$ cat config.mk
export PLATFORM = sky130hd
export DESIGN_NAME = button_digit_counter
export DESIGN_NICKNAME = d
export VERILOG_FILES = /design/src/rtl/button_pkg.sv /design/src/rtl/sync_2ff.sv /design/src/rtl/button_digit_counter.sv
export SDC_FILE = /design/constraint.sdc
export NUM_CORES = 1
export LEC_CHECK = 0
export ABC_AREA = 0
export ABC_CLOCK_PERIOD_IN_PS = 3100
export CORE_MARGIN = 2
export CORE_UTILIZATION = 60
export DETAILED_ROUTE_END_ITERATION = 7
export PLACE_DENSITY = 0.88
export SLEW_MARGIN = 20
export SYNTH_ARGS = -nofsm -noshare
export SYNTH_HDL_FRONTEND = slang
export SYNTH_HIERARCHICAL = 1
export SYNTH_SLANG_ARGS = --single-unit
$ cat constraint.sdc
create_clock -name clk -period 3.1 [get_ports clk]
set_clock_uncertainty 0.1 [all_clocks]
set_input_delay 0.62 -clock clk [delete_from_list [all_inputs] [get_ports clk]]
set_output_delay 0.62 -clock clk [all_outputs]
set_load 0.1 [all_outputs]
$ cat src/rtl/button_pkg.sv
// Shared types and default constants for the push-button digit counter front end.
package button_pkg;

    localparam int DIGIT_W             = 4;
    localparam int DEF_DEBOUNCE_CYCLES = 500000;    // 10 ms at 50 MHz
    localparam int DEF_HOLD_CYCLES     = 50000000;  // 1 s at 50 MHz
    localparam int DEF_MAX_DIGIT       = 9;

    typedef enum logic [2:0] {
        RELEASED     = 3'd0,
        PRESS_WAIT   = 3'd1,
        PRESSED      = 3'd2,
        HELD         = 3'd3,
        RELEASE_WAIT = 3'd4
    } btn_state_e;

    // Width of the shared debounce/hold counter; it only ever reaches max(a, b) - 1.
    function automatic int cnt_width(input int a, input int b);
        int m;
        m = (a > b) ? a : b;
        return (m < 2) ? 1 : $clog2(m);
    endfunction

endpackage

$ cat src/rtl/sync_2ff.sv
// Two-flop synchroniser for a single asynchronous input; both flops reset to RESET_VAL.
module sync_2ff #(
    parameter logic RESET_VAL = 1'b0
) (
    input  logic clk,
    input  logic rst_n,
    input  logic d,
    output logic q
);

    logic meta;

    always_ff @(posedge clk or negedge rst_n) begin
        if (!rst_n) begin
            meta <= RESET_VAL;
            q    <= RESET_VAL;
        end else begin
            meta <= d;
            q    <= meta;
        end
    end

endmodule

$ cat src/rtl/button_digit_counter.sv
// Debounces an active-low push-button and counts accepted presses into a wrapping digit;
// a long hold clears the digit. All outputs are registered.
module button_digit_counter
    import button_pkg::*;
#(
    parameter int DEBOUNCE_CYCLES = DEF_DEBOUNCE_CYCLES,
    parameter int HOLD_CYCLES     = DEF_HOLD_CYCLES,
    parameter int MAX_DIGIT       = DEF_MAX_DIGIT
) (
    input  logic               clk,
    input  logic               rst_n,
    input  logic               button,
    output logic [DIGIT_W-1:0] digit,
    output logic               press_pulse,
    output logic               clear_pulse,
    output logic               pressed
);

    localparam int                 CNT_W     = cnt_width(DEBOUNCE_CYCLES, HOLD_CYCLES);
    localparam logic [CNT_W-1:0]   DEB_LAST  = CNT_W'(DEBOUNCE_CYCLES - 1);
    localparam logic [CNT_W-1:0]   HOLD_LAST = CNT_W'(HOLD_CYCLES - 1);
    localparam logic [DIGIT_W-1:0] MAX_D     = DIGIT_W'(MAX_DIGIT);

    function automatic logic [DIGIT_W-1:0] next_digit(input logic [DIGIT_W-1:0] d);
        return (d >= MAX_D) ? '0 : d + 1'b1;
    endfunction

    logic               sync_in;
    btn_state_e         state, state_nxt;
    logic [CNT_W-1:0]   cnt, cnt_nxt;
    logic [DIGIT_W-1:0] digit_nxt;
    logic               press_nxt, clear_nxt, pressed_nxt;

    // Idle level of the pin is high, so the synchroniser resets to "released".
    sync_2ff #(.RESET_VAL(1'b1)) u_sync (
        .clk   (clk),
        .rst_n (rst_n),
        .d     (button),
        .q     (sync_in)
    );

    always_ff @(posedge clk or negedge rst_n) begin
        if (!rst_n) begin
            state       <= RELEASED;
            cnt         <= '0;
            digit       <= '0;
            press_pulse <= 1'b0;
            clear_pulse <= 1'b0;
            pressed     <= 1'b0;
        end else begin
            state       <= state_nxt;
            cnt         <= cnt_nxt;
            digit       <= digit_nxt;
            press_pulse <= press_nxt;
            clear_pulse <= clear_nxt;
            pressed     <= pressed_nxt;
        end
    end

    // sync_in is active-low: 0 means the button is held down.
    always_comb begin
        state_nxt   = state;
        cnt_nxt     = cnt;
        digit_nxt   = digit;
        press_nxt   = 1'b0;
        clear_nxt   = 1'b0;
        pressed_nxt = pressed;
        case (state)
            RELEASED: begin
                if (!sync_in) begin
                    state_nxt = PRESS_WAIT;
                    cnt_nxt   = '0;
                end
            end
            PRESS_WAIT: begin
                if (sync_in) begin
                    state_nxt = RELEASED;
                    cnt_nxt   = '0;
                end else if (cnt == DEB_LAST) begin
                    state_nxt   = PRESSED;
                    cnt_nxt     = '0;
                    press_nxt   = 1'b1;
                    pressed_nxt = 1'b1;
                    digit_nxt   = next_digit(digit);
                end else begin
                    cnt_nxt = cnt + 1'b1;
                end
            end
            PRESSED: begin
                if (sync_in) begin
                    state_nxt = RELEASE_WAIT;
                    cnt_nxt   = '0;
                end else if (cnt == HOLD_LAST) begin
                    state_nxt = HELD;
                    cnt_nxt   = '0;
                    clear_nxt = 1'b1;
                    digit_nxt = '0;
                end else begin
                    cnt_nxt = cnt + 1'b1;
                end
            end
            HELD: begin
                if (sync_in) begin
                    state_nxt = RELEASE_WAIT;
                    cnt_nxt   = '0;
                end
            end
            RELEASE_WAIT: begin
                // A bounce back low parks in HELD so it neither re-counts nor re-clears.
                if (!sync_in) begin
                    state_nxt = HELD;
                    cnt_nxt   = '0;
                end else if (cnt == DEB_LAST) begin
                    state_nxt   = RELEASED;
                    cnt_nxt     = '0;
                    pressed_nxt = 1'b0;
                end else begin
                    cnt_nxt = cnt + 1'b1;
                end
            end
            default: begin
                state_nxt = RELEASED;
                cnt_nxt   = '0;
            end
        endcase
    end

endmodule

==> results of run 1 <==
## where the power goes
group | internal [mW] | total, mW | switching [mW]
combinational | 0.0177 | 0.0498 | 0.0321
clock | 0.112 | 0.264 | 0.152
sequential | 0.509 | 0.522 | 0.0133
total | 0.639 | 0.836 | 0.197
## per-stage QoR
step                cells  setup WS, ns  power, mW  area, µm²  utilization, %
global placement      277         0.724      0.580       2240            66.2
floorplan             228         0.752      0.560       2140               -
detailed placement    277         0.673      0.583       2240            66.2
CTS                   285         0.654      0.845       2300            68.0
finish                285         0.657      0.836       2300            68.0
global route          285         0.524      0.879       2300            68.0
## per-layer routing
metal | wire length [µm] | track usage (%) | vias to the layer above | part of all wire (%)
li1 | - | - | 829 | -
met1 | 1930 | 32.3 | 799 | 48
met2 | 1860 | 35.8 | 41 | 46
met3 | 177 | 4.93 | 7 | 4.4
met4 | 82 | 10.9 | 0 | 2.0
met5 | 0 | 0 | - | 0
## cell families (layout without fill, tap and decap cells)
kind of cell,after synthesis,count (layout),share of synthesized area (%)
adders and majority gates,4,4,2.34
and+or+nand+nor,120,120,31.9
DFF,38,38,44.5
muxes,2,2,1.05
buffers and inverters,13,24,2.86
AOI/OAI and AO/OA,30,30,8.76
xor gates and xnor gates,21,21,8.59
## state kept, by name (all words and copies together) (netlist names)
name	flops
digit	4
cnt	26
press_pulse	1
state	3
clear_pulse	1
pressed	1
u_sync/meta	1
u_sync/q	1
## cell usage in the layout, fill, tap and decap left out, drive strengths merged, types with 3 or more instances in the layout
cell    Yosys  final
dfrtp      36     36
nand3       8      8
nor4        6      6
ha          4      4
xnor2       3      3
or3         3      3
nor2       34     34
o21ai       9      9
nor2b       5      5
xor2       18     18
and3        7      7
nand2b      3      3
nand4      11     11
inv         5      5
buf         5     10
clkbuf      3      8
nor3        9      9
a211oi      3      3
nor4bb      4      4
a21oi       8      8
nand2      18     18
## how the worst max path moves through the flow
stage	from	endpoint	slack (ns)	cells after the start
6_report	cnt[6]	cnt[6]	0.66	6
5_1_grt	state[1]	cnt[22]	0.52	7
4_1_cts	cnt[6]	cnt[6]	0.65	6
3_5_place_dp	cnt[6]	cnt[6]	0.67	6
3_3_place_gp	cnt[6]	cnt[6]	0.72	6
2_1_floorplan	digit[1]	digit[3]	0.75	6
## cell type report
cell class | instances | area share, %
Timing Repair Buffer | 11 | 3.59
Clock buffer | 8 | 2.55
Inverter | 5 | 0.815
Tap cell | 46 | 2.50
Multi-Input combinational cell | 177 | 49.2
Sequential cell | 38 | 41.4
## critical path: stages (launching register included)
cell	delay (ns)
dfrtp_1	0.50
nor4b_2	0.30
nand4_1	0.16
or3_4	0.43
a21oi_2	0.12
and4b_1	0.20
or4_1	0.52
==> reports/results.tsv, run 1 <==
metric	value	unit
outcome	finished clean	
CP max FO	11	
die area	4060	µm²
Top FF cell, synth	dfrtp_1	
maximum vdd drop	0.211	mV
share of layout cells above drive strength 1	12.6	%
arrival time at the worst endpoint	2.57	ns
ANT cells	0	
post-synthesis area per instance	9.39	µm²
Yosys top cell by area	dfrtp_1	
slew margin rel.	40.9	%
fmax	0.409	GHz
DR vias/cell	5.88	
Hold Path Class	input port to async pin	
top cell type's share of synthesized area	42.1	%
RD Place Congestion	0.862	
Yosys warnings	6	
FILL cells	269	
wire length of the first global-routing pass	7360	µm
Period minus WS final	2.44	ns
register area	953	µm²
largest net degree at the start of global routing	39	
flop2flop setup slack	0.66	ns
HPWL Detailed	2950	µm
CTS root buffer	clkbuf_4	
DR WL/cell	14.2	µm
sequential-to-total area share from yosys stat	44.5	%
leakage	0.981	nW
count leader, synth	dfrtp_1	
period utilization	78.8	%
Post-CTS Resized	0	
RR Startpoint	cnt[6]	
post-synthesis instance total	228	
Post-synth top cells	dfrtp_1, nor2_1, nand2_1, xor2_1, nand4_1	
multi-input combinational cell area	1130	µm²
vias in the first global route	1590	
WP data required	3.23	ns
Post-synth EDFFs	0	
chip width	63.8	µm
initial antenna violation count	0	
Mapped Area	2140	µm²
total CTS buffers	5	
Seq cells post-synth	38	
chip height	63.8	µm
Synth cell types	48	
total global-route track usage	23.5	%
I/O Buffers	9	
core box area	3390	µm²
gr ovfl total	0	
Initial Utilization	63.2	%
hold_buf cts	0	
syn_nets	235	
CP Launch Type	register	
setup tns final	0	ns
IO Count	10	
synth top area cells	dfrtp_1, xor2_1, nor2_1	
clk sinks	38	
final hold vios	0	
Worst Hold Slack	0.244	ns
area delta synth->final	7.54	%
R2R Path End	cnt[6]	
Final Slew Violations	0	
Row Count	21	
Final ANT Viol Nets	0	
RSZ-0062 raised after global routing	false	
routed wire length	4050	µm
CP Class	register to register	
CTS H-tree lvls	2	
CTS tree	done	
Power Density	363	nW/µm²
Initial DRT Pass Iterations	4	
worst r2r path cells	6	
total setup buffers inserted after CTS	0	
Max-cap violations	0	
worst-margin pin slew	0.880	ns
initial DRC count	78	
critical path endpoint category	register	
Post-synth ARST share	100	%
Worst-path clk slew	0.10	ns
clock latency on the worst-skew pair	0.35	ns
Clock Path Buffers	2	
via count	1676	
Final #Nets	245	
final setup vio count	0	
number of remaining DRC errors	0	
No activity file was read; power rests on OpenSTA's default activity.
==> run 2: changes to the inputs <==
--- a/config.mk
+++ b/config.mk
@@ -6,11 +6,11 @@
 export NUM_CORES = 1
 export LEC_CHECK = 0
 export ABC_AREA = 0
-export ABC_CLOCK_PERIOD_IN_PS = 3100
+export ABC_CLOCK_PERIOD_IN_PS = 2180
 export CORE_MARGIN = 2
-export CORE_UTILIZATION = 60
+export CORE_UTILIZATION = 54
 export DETAILED_ROUTE_END_ITERATION = 7
-export PLACE_DENSITY = 0.88
+export PLACE_DENSITY = 0.84
 export SLEW_MARGIN = 20
 export SYNTH_ARGS = -nofsm -noshare
 export SYNTH_HDL_FRONTEND = slang
==> constraint.sdc (replaced) <==
create_clock -name clk -period 2.18 [get_ports clk]
set_clock_uncertainty 0.1 [all_clocks]
set_input_delay 0.436 -clock clk [delete_from_list [all_inputs] [get_ports clk]]
set_output_delay 0.436 -clock clk [all_outputs]
set_load 0.1 [all_outputs]
==> run 2 against run 1 <==
  * The flow now finishes with violations (setup timing)
  * Global-route usage is 0.59 points higher
  * Critical path depth is 3 higher
  * Core utilization grew 11 points
  * Setup slack worse by 0.83 ns
  * Sequential share of layout area is 9.1 points lower
  * Combinational power rose to 3.4 times the previous value
  * Register-to-register slack worse by 0.83 ns
  * Total power grew 65%
  * Fmax grew 3.7%
  * Clock power is 79% higher
  * Critical path type unchanged
==> reports/results.tsv, run 2 (synthesized netlist as in run 1, its figures left out) <==
metric	value	unit	change
outcome	finished with violations		
failing checks	setup timing		
WP data required	2.26	ns	-0.97 ns
vias in the first global route	1776		+12%
ANT cells	0		unchanged
FILL cells	218		-19%
combinational fraction of design power	12.2	%	+6.2 points
Initial Utilization	57.2	%	-6.0 points
RD Place Congestion	0.911		+5.6%
Final Slew Violations	0		unchanged
CTS H-tree lvls	2		unchanged
slew margin rel.	64.6	%	+24 points
via count	2073		+24%
Regs by FF count	cnt (26), digit (4), state (3)		
RSZ-0062 raised after global routing	true		
chip height	67.0	µm	+5.1%
period utilization	108	%	+29 points
wire length of the first global-routing pass	8020	µm	+8.9%
sw frac	25.4	%	+1.8 points
worst-margin pin slew	0.526	ns	-0.354 ns
Pint	1.03	mW	+61%
commonest non-fill, non-tap cell in the layout	buf_4		
leakage	1.29	nW	+31%
die area	4490	µm²	+10%
fmax	0.424	GHz	+3.7%
routed wire length	6310	µm	+56%
CTS root buffer	clkbuf_8		
CP Launch Type	register		
share of layout cells above drive strength 1	36.8	%	+24 points
Worst-path clk slew	0.08	ns	-0.02 ns
Max-cap violations	0		unchanged
gr ovfl total	0		unchanged
post-route setup slack	-0.176	ns	-0.833 ns
total global-route track usage	24.1	%	+0.59 points
area delta synth->final	38.1	%	
HPWL Detailed	3640	µm	+23%
DR vias/cell	6.23		+5.9%
maximum vdd drop	0.402	mV	+90%
max reg flops	26		unchanged
critical path endpoint category	register		
clock latency on the worst-skew pair	0.30	ns	-0.05 ns
Initial DRT Pass Iterations	7		+3
initial antenna violation count	0		unchanged
Power Density	465	nW/µm²	+28%
Final ANT Viol Nets	0		unchanged
I/O Buffers	9		unchanged
total CTS buffers	5		unchanged
arrival time at the worst endpoint	2.43	ns	-0.14 ns
largest net degree at the start of global routing	23		-41%
CTS tree	done		
Hold Path Class	register to register		
CP max FO	6		-5
Sequential Power Share	53.5	%	-9.0 points
dpl ws	-0.0739	ns	-0.747 ns
final setup vio count	25		+25
chip width	67.0	µm	+5.1%
fin util	79.0	%	+11 points
IO Count	10		unchanged
CP Class	register to register		
initial DRC count	173		+120%
DR WL/cell	19.0	µm	+33%
Clock Path Buffers	2		unchanged
Row Count	22		+4.8%
register area	956	µm²	+0.26%
Largest Register	cnt		
clock share of power	34.4	%	+2.8 points
final hold vios	0		unchanged
Final #Nets	291		+19%
core box area	3740	µm²	+10%
number of remaining DRC errors	0		unchanged
multi-input combinational cell area	1330	µm²	+17%
most frequent cells in the layout	buf_4, dfrtp_1, nor2_1		
Psw	0.350	mW	+77%
Period minus WS final	2.36	ns	-0.0869 ns
clk sinks	38		unchanged
-- run 2: cell types whose count changed in the layout (fill, tap and decap cells not counted), moves of 3 or more --
cell,before,now
buf_4,9,47
nor2_1,34,21
nor2_2,0,7
nor2_4,0,6
clkbuf_4,5,0
clkbuf_8,1,5
buf_12,0,3
nor3_4,0,3
-- run 2: worst paths after layout --
check | slack (ns) | to | cells past startpoint | startpoint
min in group asynchronous | 0.53 | cnt[5] | 2 | rst_n
setup reg to reg | -0.18 | cnt[24] | 9 | cnt[23]
hold reg to reg | 0.26 | u_sync/q | 0 | u_sync/meta
setup / recovery | -0.18 | cnt[24] | 9 | cnt[23]
hold / removal | 0.26 | u_sync/q | 0 | u_sync/meta
max in group asynchronous | 0.97 | cnt[21] | 3 | rst_n
-- run 2: through the flow --
stage | area [µm²] | cells | setup TNS (ns) | power, mW | hold WS [ns]
4_1_cts | 2680 | 327 | -0.0930 | 1.34 | 0.258
2_1_floorplan | 2150 | 228 | -0.0603 | 0.798 | 0.0404
6_report | 2960 | 333 | -3.25 | 1.38 | 0.258
3_5_place_dp | 2580 | 318 | -0.0739 | 0.874 | 0.248
5_1_grt | 2960 | 333 | -6.42 | 1.43 | 0.263
3_3_place_gp | 2580 | 318 | -0.0269 | 0.865 | 0.246
-- run 2: metal layers --
| metal | vias to the layer above | routed length [µm] | global-route usage, % |
|---|---|---|---|
| li1 | 923 | - | - |
| met1 | 1016 | 2550 | 31.7 |
| met2 | 112 | 3160 | 39.4 |
| met3 | 22 | 431 | 4.56 |
| met4 | 0 | 181 | 8.67 |
| met5 | - | 0 | 0 |
-- run 2: worst max-delay path: stages (launching register included) --
cell,delay [ns]
dfrtp_1,0.40
nor4_2,0.36
nand4_1,0.19
buf_4,0.19
nor3_4,0.28
o2bb2ai_4,0.12
nor3_4,0.23
buf_12,0.15
clkbuf_16,0.17
nor2_4,0.04
-- run 2: timing repair --
action,4_1_cts,5_1_grt
resized for setup,1,40
pin swaps,2,14
hold endpoints to repair,3,0
endpoints found under the setup margin,3,27
hold buffers,1,0
cloned,0,3
setup buffers,0,3
-- run 2: final cells by class --
cell class | count | share of cell area (%)
well taps | 48 | 2.03
clock buffers | 6 | 2.45
inverters | 5 | 0.634
flip-flops and latches | 38 | 32.3
clock inverters | 2 | 0.338
repair buffers | 57 | 17.4
multi-input cells | 177 | 44.9
-- run 2: power groups by stage --
stage / clock network (mW) / registers, mW / logic, mW
after global placement: 0 / 0.748 / 0.117
after floorplan: 0 / 0.749 / 0.0485
final: 0.473 / 0.737 / 0.167
after global routing: 0.507 / 0.738 / 0.180
after CTS: 0.476 / 0.737 / 0.125
after detailed placement: 0 / 0.750 / 0.123
